[config.mk]
export PLATFORM = sky130hd
export DESIGN_NAME = mem_dout_sequencer_flat
export DESIGN_NICKNAME = d
export VERILOG_FILES = /design/src/rtl/mem_dout_sequencer_if.sv /design/src/rtl/mem_dout_sequencer.sv /design/src/flat_wrapper.sv
export SDC_FILE = /design/constraint.sdc
export NUM_CORES = 1
export LEC_CHECK = 0
export CAP_MARGIN = 20
export CORE_MARGIN = 1
export CORE_UTILIZATION = 39
export CTS_CLUSTER_SIZE = 30
export DETAILED_ROUTE_END_ITERATION = 6
export GPL_ROUTABILITY_DRIVEN = 1
export GPL_TIMING_DRIVEN = 1
export PLACE_DENSITY = 0.94
export SKIP_LAST_GASP = 1
export SYNTH_ARGS = -nofsm -noshare
export SYNTH_HDL_FRONTEND = slang
export SYNTH_SLANG_ARGS = --single-unit
export TNS_END_PERCENT = 50
[constraint.sdc]
create_clock -name clk -period 4.58 [get_ports clk]
set_input_delay 0.916 -clock clk [delete_from_list [all_inputs] [get_ports clk]]
set_output_delay 0.916 -clock clk [all_outputs]
set_load 0.1 [all_outputs]
[src/rtl/mem_dout_sequencer_if.sv]
// Write-data bus between the control FSM (master) and the byte-wide write sequencer (slave).
interface mem_dout_sequencer_if #(
  parameter int NUM_SRC    = 6,
  parameter int DATA_WIDTH = 16,
  parameter int BUS_WIDTH  = 8
);
  localparam int NBYTES = DATA_WIDTH / BUS_WIDTH;
  localparam int CW     = $clog2(NBYTES + 1);

  logic [NUM_SRC*DATA_WIDTH-1:0] src_data;
  logic [NUM_SRC-1:0]            src_select;
  logic                          start;
  logic [CW-1:0]                 byte_count;
  logic                          hi_first;
  logic                          mem_wr_req;
  logic                          mem_wr_ack;
  logic [BUS_WIDTH-1:0]          data_out;
  logic [CW-1:0]                 byte_index;
  logic                          busy;
  logic                          done;

  modport master (
    output src_data, src_select, start, byte_count, hi_first, mem_wr_ack,
    input  mem_wr_req, data_out, byte_index, busy, done
  );

  modport slave (
    input  src_data, src_select, start, byte_count, hi_first, mem_wr_ack,
    output mem_wr_req, data_out, byte_index, busy, done
  );
endinterface

[src/rtl/mem_dout_sequencer.sv]
// Latches one selected source word on start and writes it out byte by byte over
// acknowledged memory write cycles, ascending or descending lane order.
module mem_dout_sequencer #(
  parameter int NUM_SRC    = 6,
  parameter int DATA_WIDTH = 16,
  parameter int BUS_WIDTH  = 8
) (
  input  logic               clk,
  input  logic               reset,
  mem_dout_sequencer_if.slave bus
);
  localparam int NBYTES = DATA_WIDTH / BUS_WIDTH;
  localparam int CW     = $clog2(NBYTES + 1);

  typedef enum logic [1:0] {IDLE, WRITE, FIN} state_t;

  state_t                state, state_nx;
  logic [DATA_WIDTH-1:0] word_q;
  logic [DATA_WIDTH-1:0] sel_word;
  logic [CW-1:0]         lane_q;
  logic [CW-1:0]         left_q;
  logic [CW-1:0]         count_c;
  logic                  desc_q;

  // Ascending scan so the highest set select bit overrides; no bit set leaves channel 0.
  always_comb begin
    sel_word = bus.src_data[DATA_WIDTH-1:0];
    for (int unsigned i = 0; i < NUM_SRC; i++) begin
      if (bus.src_select[i]) sel_word = bus.src_data[i*DATA_WIDTH +: DATA_WIDTH];
    end
  end

  assign count_c = (bus.byte_count > CW'(NBYTES)) ? CW'(NBYTES) : bus.byte_count;

  always_comb begin
    state_nx = state;
    case (state)
      IDLE:    if (bus.start) state_nx = (count_c != '0) ? WRITE : FIN;
      WRITE:   if (bus.mem_wr_ack && left_q == CW'(1)) state_nx = FIN;
      FIN:     state_nx = IDLE;
      default: state_nx = IDLE;
    endcase
  end

  always_ff @(posedge clk) begin
    if (reset) state <= IDLE;
    else       state <= state_nx;
  end

  always_ff @(posedge clk) begin
    if (reset) begin
      word_q <= '0;
      lane_q <= '0;
      left_q <= '0;
      desc_q <= 1'b0;
    end else begin
      case (state)
        IDLE: begin
          if (bus.start && count_c != '0) begin
            word_q <= sel_word;
            left_q <= count_c;
            desc_q <= bus.hi_first;
            lane_q <= bus.hi_first ? count_c - CW'(1) : '0;
          end
        end
        WRITE: begin
          if (bus.mem_wr_ack) begin
            left_q <= left_q - CW'(1);
            lane_q <= desc_q ? lane_q - CW'(1) : lane_q + CW'(1);
          end
        end
        default: ;
      endcase
    end
  end

  // Outputs decode registered state only, so they change solely on the clock edge.
  always_comb begin
    bus.mem_wr_req = (state == WRITE);
    bus.busy       = (state == WRITE);
    bus.done       = (state == FIN);
    bus.byte_index = (state == WRITE) ? lane_q : '0;
    bus.data_out   = '0;
    if (state == WRITE) begin
      for (int unsigned i = 0; i < NBYTES; i++) begin
        if (lane_q == CW'(i)) bus.data_out = word_q[i*BUS_WIDTH +: BUS_WIDTH];
      end
    end
  end
endmodule

[src/flat_wrapper.sv]
// flat-port wrapper written by rule: the top's interface ports become plain ports
module mem_dout_sequencer_flat 
#(
  parameter int NUM_SRC    = 6,
  parameter int DATA_WIDTH = 16,
  parameter int BUS_WIDTH  = 8
)
  (clk, reset, bus_src_data, bus_src_select, bus_start, bus_byte_count, bus_hi_first, bus_mem_wr_ack, bus_mem_wr_req, bus_data_out, bus_byte_index, bus_busy, bus_done);
  mem_dout_sequencer_if #(.NUM_SRC(NUM_SRC), .DATA_WIDTH(DATA_WIDTH), .BUS_WIDTH(BUS_WIDTH)) bus_i ();
  input  logic clk;
  input  logic reset;
  input wire logic [$bits(bus_i.src_data)-1:0] bus_src_data;
  input wire logic [$bits(bus_i.src_select)-1:0] bus_src_select;
  input wire logic [$bits(bus_i.start)-1:0] bus_start;
  input wire logic [$bits(bus_i.byte_count)-1:0] bus_byte_count;
  input wire logic [$bits(bus_i.hi_first)-1:0] bus_hi_first;
  input wire logic [$bits(bus_i.mem_wr_ack)-1:0] bus_mem_wr_ack;
  output wire logic [$bits(bus_i.mem_wr_req)-1:0] bus_mem_wr_req;
  output wire logic [$bits(bus_i.data_out)-1:0] bus_data_out;
  output wire logic [$bits(bus_i.byte_index)-1:0] bus_byte_index;
  output wire logic [$bits(bus_i.busy)-1:0] bus_busy;
  output wire logic [$bits(bus_i.done)-1:0] bus_done;
  assign bus_i.src_data = bus_src_data;
  assign bus_i.src_select = bus_src_select;
  assign bus_i.start = bus_start;
  assign bus_i.byte_count = bus_byte_count;
  assign bus_i.hi_first = bus_hi_first;
  assign bus_i.mem_wr_ack = bus_mem_wr_ack;
  assign bus_mem_wr_req = bus_i.mem_wr_req;
  assign bus_data_out = bus_i.data_out;
  assign bus_byte_index = bus_i.byte_index;
  assign bus_busy = bus_i.busy;
  assign bus_done = bus_i.done;
  mem_dout_sequencer #(.NUM_SRC(NUM_SRC), .DATA_WIDTH(DATA_WIDTH), .BUS_WIDTH(BUS_WIDTH)) u_core (.clk(clk), .reset(reset), .bus(bus_i));
endmodule
### Word level (Yosys, flattened, before mapping)

Index checks and enable logic that the tools add are counted.
W data, S select, Z words.

| operators by class | value |
|---|---|
| multiplexer cells | 22 |
| equality and inequality tests | 8 |
| order comparisons | 1 |
| reduce and logical (&&, ||, !) cells | 9 |
| $add $sub $neg | 4 |
| bitwise gates (word level) | 0 |
| multiply operators | 0 |
| divide/modulo/power cells | 0 |
| shift operators | 0 |

Operators by type and width:

| kind | count |
|---|---|
| $mux W16 | 5 |
| $mux W8 | 3 |
| $mux W2 | 11 |
| $pmux W2 S2 | 3 |
| $eq A2 B1 Y1 const B | 3 |
| $sub A2 B1 Y2 const B | 3 |
| $logic_not A2 Y1 | 2 |
| $ne A2 B1 Y1 const B | 2 |
| $ne A2 B2 Y1 const B | 2 |
| $reduce_and A2 Y1 | 2 |
| $reduce_bool A2 Y1 | 2 |
| $reduce_and A3 Y1 | 1 |
| $add A2 B1 Y2 const B | 1 |
| $eq A2 B2 Y1 const B | 1 |
| $gt A2 B2 Y1 const B | 1 |
| $logic_and A1 B1 Y1 | 2 |

| word-level totals | value |
|---|---|
| memories kept | 0 |
| bits in writable memories | 0 |
| flip-flop bits (word level) | 23 |
| bits in latches | 0 |
| logic and storage cells | 49 |
| input bits | 109 |
| bits in read-only memories | 0 |
| output and inout port bits | 13 |

### Longest topological paths before layout

Gate-level depths: netlist of the first run.

| depth | value |
|---|---|
| depth after elaboration | 6 |
| gate-level depth with buffers | 7 |
| mapped depth without buffers | 6 |

### Worst setup path before layout of the first run

OpenSTA, ideal clock, no wires.

| path | value |
|---|---|
| path type | flip-flop to output port |
| start | register u_core.lane_q[1] |
| end | output bus_data_out[0] |
| cell stages (with the launch flop) | 7 |
| path buffers | 2 |
| data arrival time | 2.347 ns |
| path slack | 1.317 ns |
| cells stage by stage | dfxtp_1 > inv_1 > ha_1 > clkbuf_1 > clkbuf_1 > a21oi_1 > nor2_1 |

| on the way | value |
|---|---|
| word-level cells in the longest chain between the ends | 4 |
| elaborated cells on any way between the ends | 5 |
| classes of those cells | eq/ne (1); mux (3); reduce/logical (1) |

RTL lines:

| element | line | RTL |
|---|---|---|
| start, declared | mem_dout_sequencer.sv:20 | `logic [CW-1:0] lane_q;` |
| start signal, assigned | mem_dout_sequencer.sv:63 | `lane_q <= bus.hi_first ? count_c - CW'(1) : '0;` |
| start signal, assigned | mem_dout_sequencer.sv:69 | `lane_q <= desc_q ? lane_q - CW'(1) : lane_q + CW'(1);` |
| $logic_not A2 Y1 | mem_dout_sequencer.sv:86 | `if (lane_q == CW'(i)) bus.data_out = word_q[i*BUS_WIDTH +: BUS_WIDTH];` |
| $mux W8 | mem_dout_sequencer.sv:86 |  |
| $mux W8 (*) | mem_dout_sequencer.sv:86 |  |
| $mux W8 (*) | mem_dout_sequencer.sv:84 | `if (state == WRITE) begin` |
| end, declared | flat_wrapper.sv:19 | `output wire logic [$bits(bus_i.data_out)-1:0] bus_data_out;` |

Mark *: on every way between the ends. The rest lies on a longest branch, timed or not.

### Worst setup path in the final report of the first run

| path | value |
|---|---|
| start | register u_core.lane_q[1] |
| end | output bus_data_out[6] |

The elaborated chain is that of the path after synthesis.

==> flow_summary.yaml, run 1 <==
power:
  ir_worst_vdd_uv: 121
  powerDensity_nw_per_um2: 207
  leakage_nw: 1.07
drt:
  first_pass_iters: 7
  antenna_left: 0
  drtIter0Drc: 157
  drt_wl_total_mm: 6.23
  drc: 6
  vias: 2317
  wl_per_cell_um: 15.2
  avgViaCountPerCell: 5.65
floorplanning:
  dieArea_um2: 5050
  core_area_um2: 4470
  core.rowCount: 24
  die_h_um: 71.0
  initial_core_util_pct: 41.6
  die_w_um: 71.0
  ios: 122
placement:
  io_buffers: 120
  gp_congestion: 0.846
  dp_hpwl_mm: 4.95
yosys:
  ys_types: 33
  synth_top_area_share_pct: 24.8
  synthTopCellsByArea: "dfxtp_1 (25%), a311oi_1 (9.0%), nor2_1 (8.1%)"
  yosys_warnings: 0
  synth_nets: 367
  syn_area_um2: 1860
  synth_top_cell_by_area: "dfxtp_1"
  ys_seq_area_share_pct: 24.8
  avgSynthCellArea_um2: 7.29
  synth-seq-cells: 23
  syn_inst: 255
finish:
  final_core_util_pct: 68.8
  final_cell_mix: "clkdlybuf4s50_1 (120), nor2_1 (40), nand2_1 (29), dfxtp_1 (23), a311oi_1 (19)"
  antenna_cells: 0
  drive_gt1_share_pct: 3.07
  fin_nets: 471
  final_common_cell: "clkdlybuf4s50_1"
  area_growth_pct: 65.5
cts:
  cts_buffers: 3
  cts_tree: "done"
  clkTransAtPathRegs_ns: 0.08
  hold_buffers: 0
  post_cts_buffers: 0
  clk_path_buf_depth: 2
  clk_latency_ns: 0.26
  ctsResizeCount: 0
  numClockSinks: 23
  htree_levels: 1
  cts-root-buf: "clkbuf_8"
global_routing:
  grt_pass1_vias: 2236
  grt-ovfl-total: 0
  track_usage_pct: 25.1
  grt_max_degree: 37
  grt_pass1_wl_mm: 10.2
  antenna_found_initial: 0
worst_setup_path:
  crit_path_start_kind: "register"
  path_class: "register to output pin"
  required_ns: 3.66
  critical_path.max_fanout: 16
  ff2ff_path_depth: 4
  crit_arrival_ns: 2.61
  crit_path_end_kind: "output pin"
timing:
  slew_violations: 0
  worst_pin_slew_ns: 0.971
  post-route-min-period_ns: 3.52
  setup_viol: 0
  min_period_over_period_pct: 76.9
  finalClockSkew_ns: 0.00108
  max_freq_mhz: 284
  fin_setup_tns_ns: 0
  rsz0062_at_grt: "no"
  slew_headroom_pct: 35.1
  hold_viol_final: 0
run:
  max_cap_viol_count: 0
outcome:
  status: "finished, violations left"
  violations: "design-rule violations"
min_path:
  hp-class: "register to register"
  hold_path_depth: 2
power by group:
| part | internal (W) | total (W) | switching, W |
|---|---|---|---|
| clock network | 0.0000606 | 0.000123 | 0.0000629 |
| registers | 0.000219 | 0.000232 | 0.0000131 |
| logic | 0.000141 | 0.000281 | 0.000140 |
| total | 0.000421 | 0.000637 | 0.000216 |
metal layers:
layer | up-vias | track usage [%] | wire [um]
met2 | 101 | 46.5 | 3300
met1 | 1042 | 30.2 | 2410
met3 | 10 | 3.56 | 422
met5 | - | 0 | 0
li1 | 1164 | - | -
met4 | 0 | 6.89 | 100
synth_stat cells (all sizes together):
| library cell | instances |
|---|---|
| nand2b | 4 |
| o221a | 1 |
| buf | 10 |
| o22ai | 15 |
| o2111ai | 1 |
| o211ai | 2 |
| mux2i | 1 |
| ha | 3 |
| o31ai | 1 |
| clkinv | 1 |
| nor2b | 18 |
| a311oi | 19 |
| nor3 | 2 |
| inv | 5 |
| a2111oi | 1 |
| a211oi | 15 |
| nand3b | 1 |
| nor3b | 1 |
| xor2 | 1 |
| or4 | 15 |
| o31a | 1 |
| clkbuf | 15 |
| a211o | 1 |
| a21oi | 10 |
| nand2 | 29 |
| or3 | 1 |
| nor2 | 40 |
| nand3 | 3 |
| dfxtp | 23 |
| nor4b | 15 |
logic make-up (layout without fill, tap and decap cells):
group | count (synthesis) | after routing | share of synthesized area (%)
and+or+nand+nor | 129 | 129 | 37.5
AOI/OAI and AO/OA | 67 | 67 | 26.4
buffers and inverters | 31 | 134 | 8.28
DFF | 23 | 23 | 24.8
adders and majority gates | 3 | 3 | 2.02
xor gates and xnor gates | 1 | 1 | 0.471
muxes | 1 | 1 | 0.538
registers in the layout, indices dropped and copies added, names as in the netlist:
name / count
u_core.word_q: 16
u_core.lane_q: 2
u_core.left_q: 2
u_core.state: 2
u_core.desc_q: 1
layout make-up:
cell class,count,area (um2)
Multi-Input combinational cell,201,1250
Sequential cell,23,460
Inverter,6,22.5
Fill cell,369,1400
Timing Repair Buffer,124,1230
Clock buffer,3,41.3
Clock inverter,1,5.00
Tap cell,52,65.1
worst paths after layout:
kind                          start                 to  slack, ns
setup / recovery   u_core.lane_q[1]    bus_data_out[6]       1.06
hold / removal    u_core.word_q[11]  u_core.word_q[11]       0.50
setup reg to reg    u_core.state[1]   u_core.lane_q[0]       2.69
hold reg to reg   u_core.word_q[11]  u_core.word_q[11]       0.50
through the flow:
stage	area (um2)	hold WS, ns	std cells	worst slack [ns]	total power (W)
floorplan	1860	0.471	255	1.32	0.000387
global placement	3030	0.484	406	1.43	0.000507
detailed placement	3030	0.494	406	1.38	0.000515
CTS	3080	0.505	410	1.08	0.000637
global route	3080	0.542	410	0.874	0.000675
finish	3080	0.503	410	1.06	0.000637
critical path, cell delays in order (launching register included):
cell and delay [ns]:
dfxtp_1 0.32, inv_1 0.10, ha_1 0.48, a21oi_1 0.17, nor2_1 0.11, clkdlybuf4s50_1 1.15
Note: power is estimated with default switching activity, not from simulation.
==> run 2, diff against run 1 <==
--- a/config.mk
+++ b/config.mk
@@ -7,12 +7,12 @@
 export LEC_CHECK = 0
 export CAP_MARGIN = 20
 export CORE_MARGIN = 1
-export CORE_UTILIZATION = 39
+export CORE_UTILIZATION = 33
 export CTS_CLUSTER_SIZE = 30
 export DETAILED_ROUTE_END_ITERATION = 6
 export GPL_ROUTABILITY_DRIVEN = 1
 export GPL_TIMING_DRIVEN = 1
-export PLACE_DENSITY = 0.94
+export PLACE_DENSITY = 0.86
 export SKIP_LAST_GASP = 1
 export SYNTH_ARGS = -nofsm -noshare
 export SYNTH_HDL_FRONTEND = slang
==> constraint.sdc (replaced) <==
create_clock -name clk -period 2.85 [get_ports clk]
set_input_delay 0.57 -clock clk [delete_from_list [all_inputs] [get_ports clk]]
set_output_delay 0.57 -clock clk [all_outputs]
set_load 0.1 [all_outputs]
==> run 2 against run 1 <==
Effect of this change: the flow now finishes without violations; power grew 63%; highest routed layer unchanged; first-iteration DRC count is 10% lower; critical endpoint is now bus_mem_wr_req; hold slack got worse by 0.0021 ns; non-clock buffer count rose by 6; global-route usage down 4.3 points; die area grew 18%.
==> flow_summary.yaml, run 2 (synthesized netlist as in run 1, its figures left out) <==
floorplanning:
  dieArea_um2: 5940
  initial_core_util_pct: 35.3
  core_area_um2: 5270
  ios: 122
  die_w_um: 77.1
  core.rowCount: 26
  die_h_um: 77.1
drt:
  drt_wl_total_mm: 6.22
  avgViaCountPerCell: 5.39
  drc: 0
  drtIter0Drc: 141
  vias: 2341
  antenna_left: 0
  wl_per_cell_um: 14.3
  first_pass_iters: 4
power:
  total_power_w: 0.00104
  powerDensity_nw_per_um2: 329
  leakage_nw: 1.12
  ir_worst_vdd_uv: 179
cts:
  cts_buffers: 3
  htree_levels: 1
  clkTransAtPathRegs_ns: 0.08
  hold_buffers: 0
  ctsResizeCount: 0
  cts-root-buf: "clkbuf_8"
  cts_tree: "done"
  post_cts_buffers: 0
  clk_path_buf_depth: 2
  numClockSinks: 23
  clk_latency_ns: 0.27
worst_setup_path:
  required_ns: 2.28
  crit_path_start_kind: "register"
  cp_top_family: "buffers and inverters"
  crit_path_end_kind: "output pin"
  crit_chain: "nand2b_1, inv_1, buf_4"
  critPathSlowestCell: "nand2b_1"
  crit_arrival_ns: 1.85
  critical_path.max_fanout: 15
  slowest_delay_ns: 0.54
  path_buf_inv: 2
  path_class: "register to output pin"
timing:
  slew_violations: 0
  min_period_over_period_pct: 85.0
  slew_headroom_pct: 44.8
  max_freq_mhz: 413
  finalClockSkew_ns: 0.00274
  worst_pin_slew_ns: 0.826
  post-route-min-period_ns: 2.42
  rsz0062_at_grt: "no"
  setup_viol: 0
  hold_viol_final: 0
finish:
  drive_gt1_share_pct: 9.34
  design_area_um2: 3150
  final_cell_mix: "clkdlybuf4s50_1 (107), nor2_1 (36), nand2_1 (29), dfxtp_1 (23), buf_4 (21)"
  largest_reg_flops: 16
  area_growth_pct: 69.4
  fin_nets: 477
  regMostFlops: "u_core.word_q"
  final_common_cell: "clkdlybuf4s50_1"
  antenna_cells: 0
global_routing:
  grt_pass1_wl_mm: 9.99
  grt_max_degree: 37
  grt-ovfl-total: 0
  track_usage_pct: 20.8
  antenna_found_initial: 0
  grt_pass1_vias: 2229
placement:
  dp_hpwl_mm: 5.09
  gp_congestion: 0.833
  placed_area_um2: 3100
  io_buffers: 120
outcome:
  status: "complete, no violations"
run:
  max_cap_viol_count: 0
min_path:
  hp-class: "register to register"
run 2: area by class of cell:
| cell class | instances | area [um2] |
|---|---|---|
| clock inverters | 1 | 7.51 |
| multi-input cells | 201 | 1260 |
| fillers | 510 | 2120 |
| flip-flops and latches | 23 | 460 |
| clock buffers | 3 | 41.3 |
| repair buffers | 130 | 1270 |
| inverters | 6 | 22.5 |
| well taps | 70 | 87.6 |
run 2: worst reg2reg max path, stage by stage, from the launching register on:
cell and delay, ns:
dfxtp_1 0.45, nand2b_1 0.54, inv_1 0.28, o221a_2 0.30
a311oi_1 0.22
run 2: worst paths after layout:
kind / startpoint / end / slack [ns] / depth (start not counted)
min: u_core.word_q[10] / u_core.word_q[10] / 0.50 / 2
max reg2reg: u_core.state[1] / u_core.lane_q[0] / 0.96 / 4
max: u_core.state[1] / bus_mem_wr_req / 0.43 / 3
min reg2reg: u_core.word_q[10] / u_core.word_q[10] / 0.50 / 2
run 2: where the power goes:
part           switching, W  total [W]  internal, W
Combinational      0.000227   0.000459     0.000232
Clock              0.000107   0.000206    0.0000989
Sequential        0.0000191   0.000371     0.000352
run 2: per-stage QoR:
stage	instances	hold WS, ns	setup slack, ns	utilization (%)	TNS (ns)
6_report	434	0.501	0.428	59.8	0
4_1_cts	434	0.505	0.414	59.8	0
3_5_place_dp	430	0.493	0.380	58.8	0
2_1_floorplan	255	0.471	-0.0674	-	-0.270
3_3_place_gp	430	0.485	0.444	58.8	0
5_1_grt	434	0.532	0.321	59.8	0
run 2: layer usage:
layer	track usage, %	vias up	wire length, um
li1	-	1174	-
met1	25.6	1045	2540
met2	36.9	108	3140
met3	2.86	14	418
met4	6.98	0	115
met5	0	-	0
==> run 3, diff against run 2 <==
--- a/config.mk
+++ b/config.mk
@@ -7,12 +7,12 @@
 export LEC_CHECK = 0
 export CAP_MARGIN = 20
 export CORE_MARGIN = 1
-export CORE_UTILIZATION = 33
+export CORE_UTILIZATION = 37
 export CTS_CLUSTER_SIZE = 30
 export DETAILED_ROUTE_END_ITERATION = 6
 export GPL_ROUTABILITY_DRIVEN = 1
 export GPL_TIMING_DRIVEN = 1
-export PLACE_DENSITY = 0.86
+export PLACE_DENSITY = 0.9
 export SKIP_LAST_GASP = 1
 export SYNTH_ARGS = -nofsm -noshare
 export SYNTH_HDL_FRONTEND = slang
==> constraint.sdc (replaced) <==
create_clock -name clk -period 2.4 [get_ports clk]
set_input_delay 0.48 -clock clk [delete_from_list [all_inputs] [get_ports clk]]
set_output_delay 0.48 -clock clk [all_outputs]
set_load 0.1 [all_outputs]
==> run 3 against run 2 <==
Effect of this change: core utilization increased by 9.7 points; sequential share of layout area down 0.78 points; clock power grew 15%; sequential power rose by 19%; register-to-register slack lost 0.18 ns; wire length is 1.8% lower; flip-flop and latch count is the same.
==> flow_summary.yaml, run 3 (synthesized netlist as in run 1, its figures left out) <==
outcome:
  status: "complete, no violations"
placement:
  io_buffers: 120
  dp_hpwl_mm: 5.13
  gp_congestion: 0.848
  dp_cells: 431
  placed_area_um2: 3280
drt:
  first_pass_iters: 4
  wl_met1_mm: 2.43
  vias: 2349
  wl_met2_mm: 3.09
  wl_per_cell_um: 14.1
  drt_wl_total_mm: 6.11
  drtIter0Drc: 84
  antenna_left: 0
  routed.top_layer: "met4"
  drc: 0
  avgViaCountPerCell: 5.40
  dr_wl_met3_um: 403
timing:
  max_freq_mhz: 453
  setup_viol: 0
  worst_pin_slew_ns: 0.490
  fin_setup_tns_ns: 0
  slew_violations: 0
  finalClockSkew_ns: 0.00497
  min_period_over_period_pct: 92.1
  rsz0062_at_grt: "no"
  post-route-min-period_ns: 2.21
  hold_viol_final: 0
  slew_headroom_pct: 67.3
min_path:
  hold_end: "u_core.word_q[8]"
  hold_path_depth: 2
  hp-class: "register to register"
  worstHoldStart: "u_core.word_q[8]"
cts:
  cts-root-buf: "clkbuf_8"
  cts_buffers: 3
  numClockSinks: 23
  clk_latency_ns: 0.26
  clkTransAtPathRegs_ns: 0.08
  hold_buffers: 0
  htree_levels: 1
  ctsResizeCount: 0
  cts_tree: "done"
  post_cts_buffers: 0
  clk_path_buf_depth: 2
worst_setup_path:
  r2r_slack_ns: 0.78
  critical_path.max_fanout: 16
  path_class: "register to output pin"
  crit_path_end_kind: "output pin"
  crit_chain: "inv_1, ha_1, a21oi_1, nor2_1, buf_12"
  r2r_start: "u_core.state[1]"
  critPathSlowestCell: "ha_1"
  ff2ff_path_depth: 5
  crit_path_start_kind: "register"
  path_buf_inv: 2
  crit_arrival_ns: 1.73
  cp_top_family: "adder cells"
  slowest_delay_ns: 0.46
  crit-reg2reg-capture: "u_core.lane_q[0]"
  required_ns: 1.92
floorplanning:
  die_w_um: 72.9
  core_area_um2: 4790
  ios: 122
  core.rowCount: 25
  dieArea_um2: 5310
  die_h_um: 72.9
  initial_core_util_pct: 38.8
finish:
  largest_reg_flops: 16
  area_growth_pct: 78.9
  antenna_cells: 0
  regMostFlops: "u_core.word_q"
  final_cell_mix: "clkdlybuf4s50_1 (107), nor2_1 (35), nand2_1 (29), dfxtp_1 (23), a311oi_1 (19)"
  drive_gt1_share_pct: 10.6
  fin_nets: 481
  final_cells: 435
  final_common_cell: "clkdlybuf4s50_1"
  design_area_um2: 3330
global_routing:
  grt-ovfl-total: 0
  grt_pass1_wl_mm: 9.94
  grt_pass1_vias: 2271
  grt_max_degree: 35
  track_usage_pct: 23.8
  antenna_found_initial: 0
power:
  total_power_w: 0.00127
  leakage_nw: 1.18
  powerDensity_nw_per_um2: 381
  ir_worst_vdd_uv: 226
run:
  max_cap_viol_count: 0
[run 3: metal layers]
metal | vias to the layer above | global-route usage [%]
li1 | 1182 | -
met1 | 1042 | 26.7
met2 | 105 | 43.5
met3 | 20 | 4.42
met4 | 0 | 10.5
met5 | - | 0
[run 3: worst max path at each step]
| stage | end | slack [ns] | depth (start not counted) | start |
|---|---|---|---|---|
| floorplan | bus_data_out[5] | -0.43 | 6 | u_core.lane_q[1] |
| finish | bus_data_out[5] | 0.19 | 5 | u_core.lane_q[1] |
| global route | bus_data_out[5] | 0.02 | 5 | u_core.lane_q[1] |
| CTS | bus_data_out[7] | 0.17 | 5 | u_core.lane_q[1] |
| detailed placement | u_core.word_q[4] | 0.1 | 5 | bus_src_select[4] |
| global placement | u_core.word_q[8] | 0.18 | 6 | bus_src_select[4] |
[run 3: per-stage QoR]
step | util [%] | setup slack, ns | hold slack [ns]
6_report | 69.5 | 0.190 | 0.504
3_5_place_dp | 68.5 | 0.0993 | 0.495
5_1_grt | 69.5 | 0.0205 | 0.534
2_1_floorplan | - | -0.427 | 0.471
4_1_cts | 69.5 | 0.171 | 0.506
3_3_place_gp | 68.5 | 0.181 | 0.486
[run 3: report_power, final]
group          switching [W]  total, W  internal [W]
combinational       0.000278  0.000586      0.000308
sequential         0.0000248  0.000443      0.000418
clock               0.000121  0.000237      0.000116
[run 3: cell type report]
type	count	area, um2
Inverter	6	22.5
Sequential cell	23	460
Clock buffer	3	41.3
Clock inverter	1	5.00
Timing Repair Buffer	134	1450
Tap cell	67	83.8
Multi-Input combinational cell	201	1260
Fill cell	371	1460
[run 3: tightest hold or removal path: stages (launching register included)]
cell and delay, ns:
dfxtp_1 0.32, nor2_1 0.09, a311oi_1 0.05
==> patch, RTL diff (settings of run 1) <==
Encoding of `state_t`: now one-hot (3 bits for 3 states).
--- a/src/rtl/mem_dout_sequencer.sv
+++ b/src/rtl/mem_dout_sequencer.sv
@@ -12,7 +12,7 @@
   localparam int NBYTES = DATA_WIDTH / BUS_WIDTH;
   localparam int CW     = $clog2(NBYTES + 1);
 
-  typedef enum logic [1:0] {IDLE, WRITE, FIN} state_t;
+  typedef enum logic [2:0] {IDLE = 3'b001, WRITE = 3'b010, FIN = 3'b100} state_t;
 
   state_t                state, state_nx;
   logic [DATA_WIDTH-1:0] word_q;
Function: no difference found for any inputs over 10 cycles, from zero or initial values and one cycle with reset high; not proved beyond that.
==> patch against run 1 <==
  * Maximum frequency is 3.3% lower
  * Power is 2.4% higher
  * Core utilization is 2.1 points lower
  * Synthesized area is 4.4% higher
  * Sequential cell count is 1 higher
  * Final area is 3.1% higher
  * Die area is 4.3% higher
  * Register-to-register slack better by 0.08 ns
  * Critical path depth is 2 lower
  * Worst setup slack worse by 0.12 ns
  * Hold slack worse by 0.00097 ns
  * Wire length is 3.6% lower
  * Largest power group is now sequential cells
  * Highest routed layer unchanged
==> patch: results (changes against run 1) <==
Parameter                              Value

Route
  Detailed-route wire length    6000 µm (-3.6%)
  Wire length the detailed router placed on met1    2510 µm (+4.3%)
  Total length of routed met2 wires    3010 µm (-8.8%)
  Vias per cell    5.40 (-4.5%)
  Wirelength per Cell    14.0 µm (-7.7%)
  Number of DRC markers after the initial detailed-route iteration    132 (-16%)
  Detail Route met3 WL    350 µm (-17%)
  Detailed-routing iteration count for the pre-antenna-repair pass    4 (-3)

Clock network
  Clock latency on the worst-skew pair    0.26 ns (about the same)
  Post-CTS Setup Repair Bufs    0 (unchanged)
  Total of cells resized after clock tree synthesis    0 (unchanged)
  Clock slew at the register clock pins of the worst setup and hold paths    0.08 ns (about the same)

Setup path
  Kind of cell with the highest combined delay on the critical path    buffers and inverters
  Critical path launch point    u_core.state[2]
  R2R Setup Slk    2.77 ns (+0.08 ns)
  Critical Path Slowest Stage Cell    clkdlybuf4s50_1
  Worst Setup EP    bus_busy
  Worst Path Arrival    2.73 ns (+0.12 ns)
  Endpoint of the worst register-to-register path    u_core.left_q[1]
  Highest net fanout along the worst path    18 (+2)

Pwr
  Worst supply voltage drop on vdd    0.000125 V (+3.8%)
  Fraction of power spent switching nets    26.9% (-7.0 points)
  Seq. pwr    240 µW (+3%)
  Leakage power total    0.00109 µW (+1.9%)
  Reported combinational group power    228 µW (-19%)

GRT
  GR Util met2    41.6% (-4.8 points)
  First-pass GRT wire length    9440 µm (-7.2%)
  Antenna violations before repair    0 (unchanged)
  Maximum number of pins on one net before global-route repair    36 (-2.7%)
  M1 GR Usage    26.5% (-3.7 points)
  GRT Util Overall    22.4% (-2.7 points)
  Global-route met3 utilization    3.61% (+0.050 points)
  Number of global-route vias before repair    2,168 (-3.0%)

Synthesis
  Fraction of synthesized cell area in xor and xnor cells    0.451% (-0.020 points)
  Synthesized-area fraction occupied by adder cells    1.93% (-0.085 points)
  Library cells used by synthesis    37 (+12%)
  Syn_nets    373 (+1.6%)
  Compound-cell area share of the yosys netlist    26.9% (+0.44 points)
  Post-synthesis mux area share    1.03% (+0.49 points)
  Sequential area share after synthesis    24.8% (about the same)
  Most frequent cells after synthesis    nor2_1, nand2_1, dfxtp_1
  Top post-synthesis cells by area    dfxtp_1, a311oi_1, nor2_1
  Average size of a mapped cell    7.44 µm² (+2.0%)
  Share of synthesized flip-flops with an asynchronous set or reset    0% (unchanged)

STA
  Portion of the clock cycle consumed by the worst path in the final layout    79.6% (+2.6 points)
  Final Skew    0.00120 ns (+0.000118 ns)
  Post-route worst hold slack    0.502 ns (-0.000973 ns)
  Worst slew margin relative to its limit    34.4% (-0.65 points)

Hold path
  Cell depth of the worst min-delay path    2 (unchanged)
  Start point of the worst min-delay path    u_core.word_q[11]
  Class of the tightest hold or removal check    reg -> reg

Placement
  Final weighted congestion of routability-driven global placement    0.792 (-6.5%)
  Placed wire-length estimate    4740 µm (-4.4%)
  Number of instances in the placed design    424 (+4.4%)
  Pre-CTS setup slack    1.24 ns (-0.145 ns)

Final layout
  Filler Cells Inserted    413 (+12%)
  Share of cells above drive strength 1    2.77% (-0.30 points)
  Net count, final    474 (+0.64%)

Status
  Run status    completed
-- patch: changes by cell type in the layout (fill, tap and decap cells not counted), sizes merged, moves of 2 or more --
cell	delta
inv	+3
a211o	+2
buf	-2
nand2b	-2
nand3	-2
nand4b	+2
-- patch: cells by family after synthesis --
logic type,after synthesis
compound gates,69
xor+xnor,1
buf+inv,35
mux,2
fa+ha+maj,3
flops,24
simple gates,127
-- patch: cell type report --
type | count | area (µm²) | area share, %
Clock buffer | 3 | 41.3 | 1.30
Clock inverter | 1 | 30.0 | 0.947
Inverter | 9 | 33.8 | 1.07
Multi-Input combinational cell | 202 | 1280 | 40.5
Sequential cell | 24 | 480 | 15.2
Tap cell | 67 | 83.8 | 2.64
Timing Repair Buffer | 122 | 1220 | 38.4
-- patch: stage by stage --
stage / instance area [µm²] / power [µW]
floorplan: 1940 / 357
global placement: 3100 / 466
detailed placement: 3100 / 472
CTS: 3170 / 654
global route: 3170 / 690
finish: 3170 / 652
